**config.mk**
```make
export PLATFORM = sky130hd
export DESIGN_NAME = alu_stream
export DESIGN_NICKNAME = d
export VERILOG_FILES = /design/src/rtl/alu_stream.sv
export SDC_FILE = /design/constraint.sdc
export NUM_CORES = 1
export LEC_CHECK = 0
export CAP_MARGIN = 20
export CELL_PAD_IN_SITES_DETAIL_PLACEMENT = 1
export CELL_PAD_IN_SITES_GLOBAL_PLACEMENT = 1
export CORE_ASPECT_RATIO = 1.25
export CORE_MARGIN = 2
export CORE_UTILIZATION = 35
export DETAILED_ROUTE_END_ITERATION = 6
export PLACE_DENSITY = 0.74
export RECOVER_POWER = 50
export SETUP_SLACK_MARGIN = 0.2
export SLEW_MARGIN = 20
export SYNTH_ARGS = -nofsm -noshare
export SYNTH_HDL_FRONTEND = slang
export SYNTH_SLANG_ARGS = --single-unit
```
**constraint.sdc**
```tcl
create_clock -name clk -period 3.3 [get_ports clk]
set_clock_uncertainty 0.15 [all_clocks]
set_input_delay 0.66 -clock clk [delete_from_list [all_inputs] [get_ports clk]]
set_output_delay 0.66 -clock clk [all_outputs]
set_load 0.05 [all_outputs]
```
**src/rtl/alu_stream.sv**
```systemverilog
// Handshaked ALU stage: combinational operation on valid/ready operands, registered result/flags,
// accumulator operand with optional unsigned saturation, and a completed-transaction counter.
module alu_stream #(
  parameter int WIDTH = 8,
  parameter int SAT   = 0,
  parameter int CNT_W = 16
) (
  input  logic             clk,
  input  logic             n_rst,
  input  logic             in_valid,
  output logic             in_ready,
  input  logic [WIDTH-1:0] in_a,
  input  logic [WIDTH-1:0] in_b,
  input  logic [2:0]       control,
  input  logic             acc_sel,
  input  logic             clr_acc,
  output logic             out_valid,
  input  logic             out_ready,
  output logic [WIDTH-1:0] result,
  output logic [3:0]       flags,
  output logic [WIDTH-1:0] acc,
  output logic [CNT_W-1:0] txn_cnt
);

  localparam int SH_W = $clog2(WIDTH);

  logic [WIDTH-1:0] op_a;
  logic [SH_W-1:0]  sh;
  logic [WIDTH:0]   sum;
  logic [WIDTH:0]   diff;
  logic [WIDTH-1:0] alu_res;
  logic             alu_c;
  logic             alu_v;
  logic [3:0]       alu_flags;
  logic             accept;

  assign in_ready = !out_valid || out_ready;
  assign accept   = in_valid && in_ready;

  assign op_a = acc_sel ? acc : in_a;
  assign sh   = in_b[SH_W-1:0];
  assign sum  = {1'b0, op_a} + {1'b0, in_b};
  assign diff = {1'b0, op_a} - {1'b0, in_b};

  always_comb begin
    alu_res = '0;
    alu_c   = 1'b0;
    alu_v   = 1'b0;
    case (control)
      3'b000: begin
        alu_c   = sum[WIDTH];
        alu_v   = (op_a[WIDTH-1] == in_b[WIDTH-1]) && (sum[WIDTH-1] != op_a[WIDTH-1]);
        alu_res = (SAT != 0 && sum[WIDTH]) ? '1 : sum[WIDTH-1:0];
      end
      3'b001: begin
        // diff[WIDTH] is the borrow of the unsigned subtraction
        alu_c   = diff[WIDTH];
        alu_v   = (op_a[WIDTH-1] != in_b[WIDTH-1]) && (diff[WIDTH-1] != op_a[WIDTH-1]);
        alu_res = (SAT != 0 && diff[WIDTH]) ? '0 : diff[WIDTH-1:0];
      end
      3'b010:  alu_res = op_a & in_b;
      3'b011:  alu_res = op_a | in_b;
      3'b100:  alu_res = op_a ^ in_b;
      3'b101:  alu_res = $unsigned($signed(op_a) >>> sh);
      3'b110:  alu_res = op_a >> sh;
      default: alu_res = in_b;
    endcase
  end

  assign alu_flags = {(alu_res == '0), alu_res[WIDTH-1], alu_c, alu_v};

  always_ff @(posedge clk or negedge n_rst) begin
    if (!n_rst) begin
      result    <= '0;
      flags     <= '0;
      out_valid <= 1'b0;
      txn_cnt   <= '0;
    end else if (accept) begin
      result    <= alu_res;
      flags     <= alu_flags;
      out_valid <= 1'b1;
      txn_cnt   <= txn_cnt + CNT_W'(1);
    end else if (out_ready) begin
      out_valid <= 1'b0;
    end
  end

  // Clear wins over the load; operand A above already saw the pre-clear value.
  always_ff @(posedge clk or negedge n_rst) begin
    if (!n_rst) begin
      acc <= '0;
    end else if (clr_acc) begin
      acc <= '0;
    end else if (accept) begin
      acc <= alu_res;
    end
  end

endmodule

```
* Word-level counts from Yosys, hierarchy flattened *
Index checks and enable logic that the tools add are counted.

word-level totals
  bits in registers = 37
  input port bits = 25
  output and inout port bits = 38
  logic and storage cells = 40

operators by class
  add/subtract/negate cells = 3
  equality and inequality tests = 10
  shift operators = 2
  mux-type cells = 8
  bitwise gates (word level) = 3
  reduce and logical (&&, ||, !) cells = 9

operator list
  cell                     number
  $pmux W8 S7              1
  $mux W8                  3
  $add A16 B1 Y16 const B  1
  $add A8 B8 Y9            1
  $eq A3 B3 Y1 const B     3
  $sub A8 B8 Y9            1
  $and A8 B8 Y8            1
  $logic_not A8 Y1         1
  $or A8 B8 Y8             1
  $shr A8 B3 Y8            1
  $sshr A8 B3 Y8           1
  $xor A8 B8 Y8            1
  $eq A3 B2 Y1 const B     2
  $pmux W1 S2              2
  $reduce_bool A2 Y1       2
  $eq A3 B1 Y1 const B     1
  $logic_and A1 B1 Y1      3
  $logic_not A3 Y1         1
  $ne A1 B1 Y1             3
  $mux W1                  2
  $eq A1 B1 Y1             1
  $logic_not A1 Y1         1
  $logic_or A1 B1 Y1       1

* Longest topological paths before layout *
  word-level depth = 5
  mapped depth = 12
  gate-level depth less buffers = 11

* Worst setup path after synthesis *
OpenSTA, ideal clock, no wires.

  kind = in2reg
  from = in acc_sel
  to = reg flags[3]
  library setup time = 121 ps
  arrival time = 3126 ps
  data required time = 3029 ps
  path slack = -97 ps
  cell stages on the path = 11
  buffers on the path = 1
  cells stage by stage = buf_6 mux2_2 ha_1 fa_1 a211oi_1 nor2_1 or4b_1 a21oi_1 o32a_1 a2111oi_2 a22o_1

between the ends
  word-level cells in the longest chain between the ends = 4
  elaborated cells between the ends (all ways) = 10
  classes of those cells = 2 x add/sub; 2 x shift; 2 x mux; 3 x bitwise; 1 x reduce/logical

RTL lines
  item                                         RTL line  source
  start, declared                              15        input logic acc_sel,
  $mux W8 (*)                                  40        assign op_a = acc_sel ? acc : in_a;
  $sub A8 B8 Y9, or another cell as far along  43        assign diff = {1'b0, op_a} - {1'b0, in_b};
  $pmux W8 S7 (*)                              49        case (control)
  $logic_not A8 Y1 (*)                         70        assign alu_flags = {(alu_res == '0), alu_res[WIDTH-1], alu_c, alu_v};
  end signal, assigned                         80        flags <= alu_flags;
  end, declared                                20        output logic [3:0] flags,

Mark *: on every way between the ends. The rest lies on a longest branch, timed or not.
A chain may end at the register's enable or synchronous reset.

* Worst setup path in the final report *
  from = in in_a[7]
  to = reg flags[3]

between the ends
  word-level cells in the longest chain between the ends = 4
  elaborated cells between the ends (all ways) = 10
  classes of those cells = 2 x add/sub; 2 x shift; 2 x mux; 3 x bitwise; 1 x reduce/logical

RTL lines
  item                                         RTL line  source
  start, declared                              12        input logic [WIDTH-1:0] in_a,
  $mux W8 (*)                                  40
  $sub A8 B8 Y9, or another cell as far along  43
  $pmux W8 S7 (*)                              49
  $logic_not A8 Y1 (*)                         70

Marked as above.

==> flow_summary_export.csv <==
group,metric,value,unit
synth,ys_seq_area_share,27.17,%
worst_setup_path,crit_chain,"clkdlybuf4s50_1 -> mux2i_4 -> buf_4 -> inv_4 -> ha_1 -> and3b_1 -> a2111oi_4 -> buf_4 -> o211ai_1 -> o41a_1 -> o31a_1 -> a2111oi_2 -> a22o_1",
timing,setup_tns,0,ns
clock_tree,clockRootBuffer,"clkbuf_16",
clock_tree,cts_max_path_buffers,2,
global_route,antenna_found_initial,0,
run_status,status,"finished with violations",
global_route,busiest_layer,"met2",
worst_setup_path,cp_slowest_cell,"clkdlybuf4s50_1",
timing,maxSlewViolCount,37,
synth,ys_async_sr_fraction,100.0,%
final_layout,syn2layout_area_growth,52.11,%
timing,fin_crit_sh,96.62,%
run_status,violations,"max-capacitance violations, max-slew violations",
route,drt_drc_violations_left,0,
worst_setup_path,worstSetupPathType,"input port to flop",
route,drt_wl_total,12610,microns
clock_tree,numCtsBuffers,5,
global_route,grt_use_met3,3.262,%
worst_setup_path,path_max_fanout,2,
global_route,met1_usage,29.14,%
synth,ys_warn_count,0,
clock_tree,htree_levels,2,
worst_setup_path,startpoint,"in_a[7]",
route,antenna_left,0,
placement,dp_cells,630,
route,avgViaCountPerCell,5.554,
worst_setup_path,crit_family,"compound AO/OA/AOI/OAI gates",
synth,avgSynthCellArea,8.524,sq um
global_route,grt_pass1_wl,20290,microns
synth,synth-seq-cells,36,
min_path,hp-start,"txn_cnt[15]",
route,drt-initial-drc-count,158,
worst_setup_path,end_kind,"flop",
worst_setup_path,slowest_delay,0.44,ns
timing,timing.slew.headroom,-27.59,%
timing,worst_pin_slew,1.914,ns
worst_setup_path,cpMostUsedCell,"buf_4",
floorplanning,num_rows,39,
pwr,p_leak,2.216,nW
synth,synthesis.area,0.003316,sq mm
worst_setup_path,cp.required,3.37,ns
floorplanning,dieArea,0.01027,sq mm
global_route,use_met2,44.59,%
synth,synth.distinct_cells,71,
timing,clock.fmax,313.6,MHz
synth,yosysTopAreaCell,"dfrtp_1",
final_layout,num-fill-cells,1096,
timing,setup_viol,0,
timing,rsz0062_at_grt,"yes",
pwr,power.density,430.9,mW/mm^2
pwr,power,2.173,mW
pwr,switching_share,42.38,%
pwr,power.share.sequential,27.0,%
floorplanning,fp.dieH,112.8,microns
timing,period_minus_slack,3.189,ns
final_layout,n_antenna_cell,0,
global_route,grt_max_degree,37,
synth,netlist_instances,389,
final_layout,finalNonFillerCells,646,
global_route,track_usage,24.62,%
pwr,clockPowerShare,20.4,%
placement,dp_hpwl,9623,microns
synth,synth_edf_count,0,
synth,synth_top_area_share,27.17,%
pwr,p_comb_share,52.5,%
clock_tree,clock_latency,0.28,ns
floorplanning,fp.dieW,91.06,microns
synth,ys_top_cells_by_area,"dfrtp_1 (27%), ha_1 (11%), nor2_1 (5.4%)",
global_route,grt_overflow,0,
clock_tree,cts_sinks,36,
placement,place_congestion,0.9699,
global_route,first_global_vias,3915,
synth,synth_nets,444,
final_layout,most-common-layout-cells,"buf_4 (77), nor2_1 (46), clkdlybuf4s50_1 (46)",
final_layout,drive_above_1_share,28.11,%
floorplanning,ios,63,
timing,finalHoldViolCount,0,
synth,synth-main-ff-cell,"dfrtp_1",
clock_tree,cts_tree,"done",
worst_setup_path,worst_ep_arrival_time,3.26,ns
clock_tree,clkTransAtPathRegs,0.05,ns
min_path,hp-class,"flop to flop",
route,vias,3588,
worst_setup_path,cp_num_buf_inv,4,
placement,post_dp_cell_area,0.004627,sq mm
floorplanning,coreArea,0.009174,sq mm
floorplanning,start_util,36.14,%
final_layout,fin_nets,578,
run,maxCapViolCount,1,
worst_setup_path,r2r-start,"acc[1]",
final_layout,final_area,0.005044,sq mm
placement,portBuffers,62,
clock_tree,cts_hold_buffers,0,
pwr,power.switching,0.9210,mW
final_layout,layout_commonest_cell,"buf_4",
route,drt-pass1-iter-count,4,
pwr,internal_power,1.252,mW
pwr,ir_drop,0.0004825,V
worst_setup_path,start_kind,"input port",
route,post_drt_wl_per_cell,19.51,microns
[per-stage QoR]
| stage | hold WS [ns] | utilization, % | setup slack, ns |
|---|---|---|---|
| 2_1_floorplan | 0.2144 | - | 0.05706 |
| 3_3_place_gp | 0.3134 | 50.44 | -0.5884 |
| 3_5_place_dp | 0.3319 | 50.44 | -0.6174 |
| 4_1_cts | 0.3382 | 53.31 | 0.06180 |
| 5_1_grt | 0.3709 | 54.98 | 0.003185 |
| 6_report | 0.3362 | 54.98 | 0.1114 |
[power by group through the flow]
stage	Combinational [mW]	Clock, mW	Sequential [mW]
2_1_floorplan	0.403	0	0.808
3_3_place_gp	1.04	0	0.591
3_5_place_dp	1.06	0	0.590
4_1_cts	1.10	0.449	0.587
5_1_grt	1.22	0.466	0.597
6_report	1.14	0.443	0.588
[metal layers]
layer / vias to the layer above / part of all wire [%]
li1: 1661 / -
met1: 1794 / 41
met2: 107 / 52
met3: 26 / 4.5
met4: 0 / 3.0
met5: - / 0
[sequential cells by signal, indices dropped and copies added, names as in the netlist]
name	flops
acc	8
result	7
txn_cnt	16
flags	4
out_valid	1
[cell type report]
| type | count | area, sq um | area share [%] |
|---|---|---|---|
| clock buffers | 6 | 128.9 | 2.555 |
| clock inverters | 1 | 5.005 | 0.09923 |
| inverters | 26 | 102.6 | 2.034 |
| repair buffers | 148 | 1297 | 25.73 |
| well taps | 123 | 153.9 | 3.051 |
| multi-input cells | 306 | 2455 | 48.67 |
| flip-flops and latches | 36 | 900.9 | 17.86 |
[synthesized netlist by cell type (all sizes together), types with 9 or more instances]
library cell,n
ha,28
nand2,28
clkbuf,11
nor2b,9
nor2,49
xnor2,18
a21oi,16
inv,25
o21ai,16
dfrtp,36
nand3,9
nor3,12
mux2i,9
buf,10
[final timing paths]
path	to	slack (ns)	cells after the start
worst max-delay path	flags[3]	0.11	13
worst min-delay path	txn_cnt[15]	0.34	1
worst max register to register	flags[3]	0.35	10
worst min register to register	txn_cnt[15]	0.34	1
max in group asynchronous	txn_cnt[15]	1.14	1
min in group asynchronous	result[2]	0.76	1
[cell families (layout without fill, tap and decap cells)]
group                      after synthesis  in the layout  synth area share (%)
muxes                                   17             17                 7.283
DFF                                     36             36                 27.17
adders and majority gates               30             30                 11.77
AOI/OAI and AO/OA                       96             96                 20.98
buffers and inverters                   47            181                 5.963
xor gates and xnor gates                25             25                 6.604
and+or+nand+nor                        138            138                 20.23
[what timing repair did]
action / 4_1_cts / 5_1_grt
gates resized for setup: 34 / 27
buffers inserted: 6 / 3
pin swaps: 18 / 12
hold endpoints to repair: 0 / 0
endpoints found under the setup margin: 17 / 14
[worst reg2reg max path, cell delays in order, from the launching register on]
cell and delay (ns):
dfrtp_1 0.42, mux2_4 0.28, inv_1 0.08, ha_1 0.26
o21bai_1 0.23, nand4_1 0.24, a31o_2 0.33, mux2i_1 0.12
o31a_1 0.29, a2111oi_2 0.31, a22o_1 0.18
Note: power is estimated with default switching activity, not from simulation.
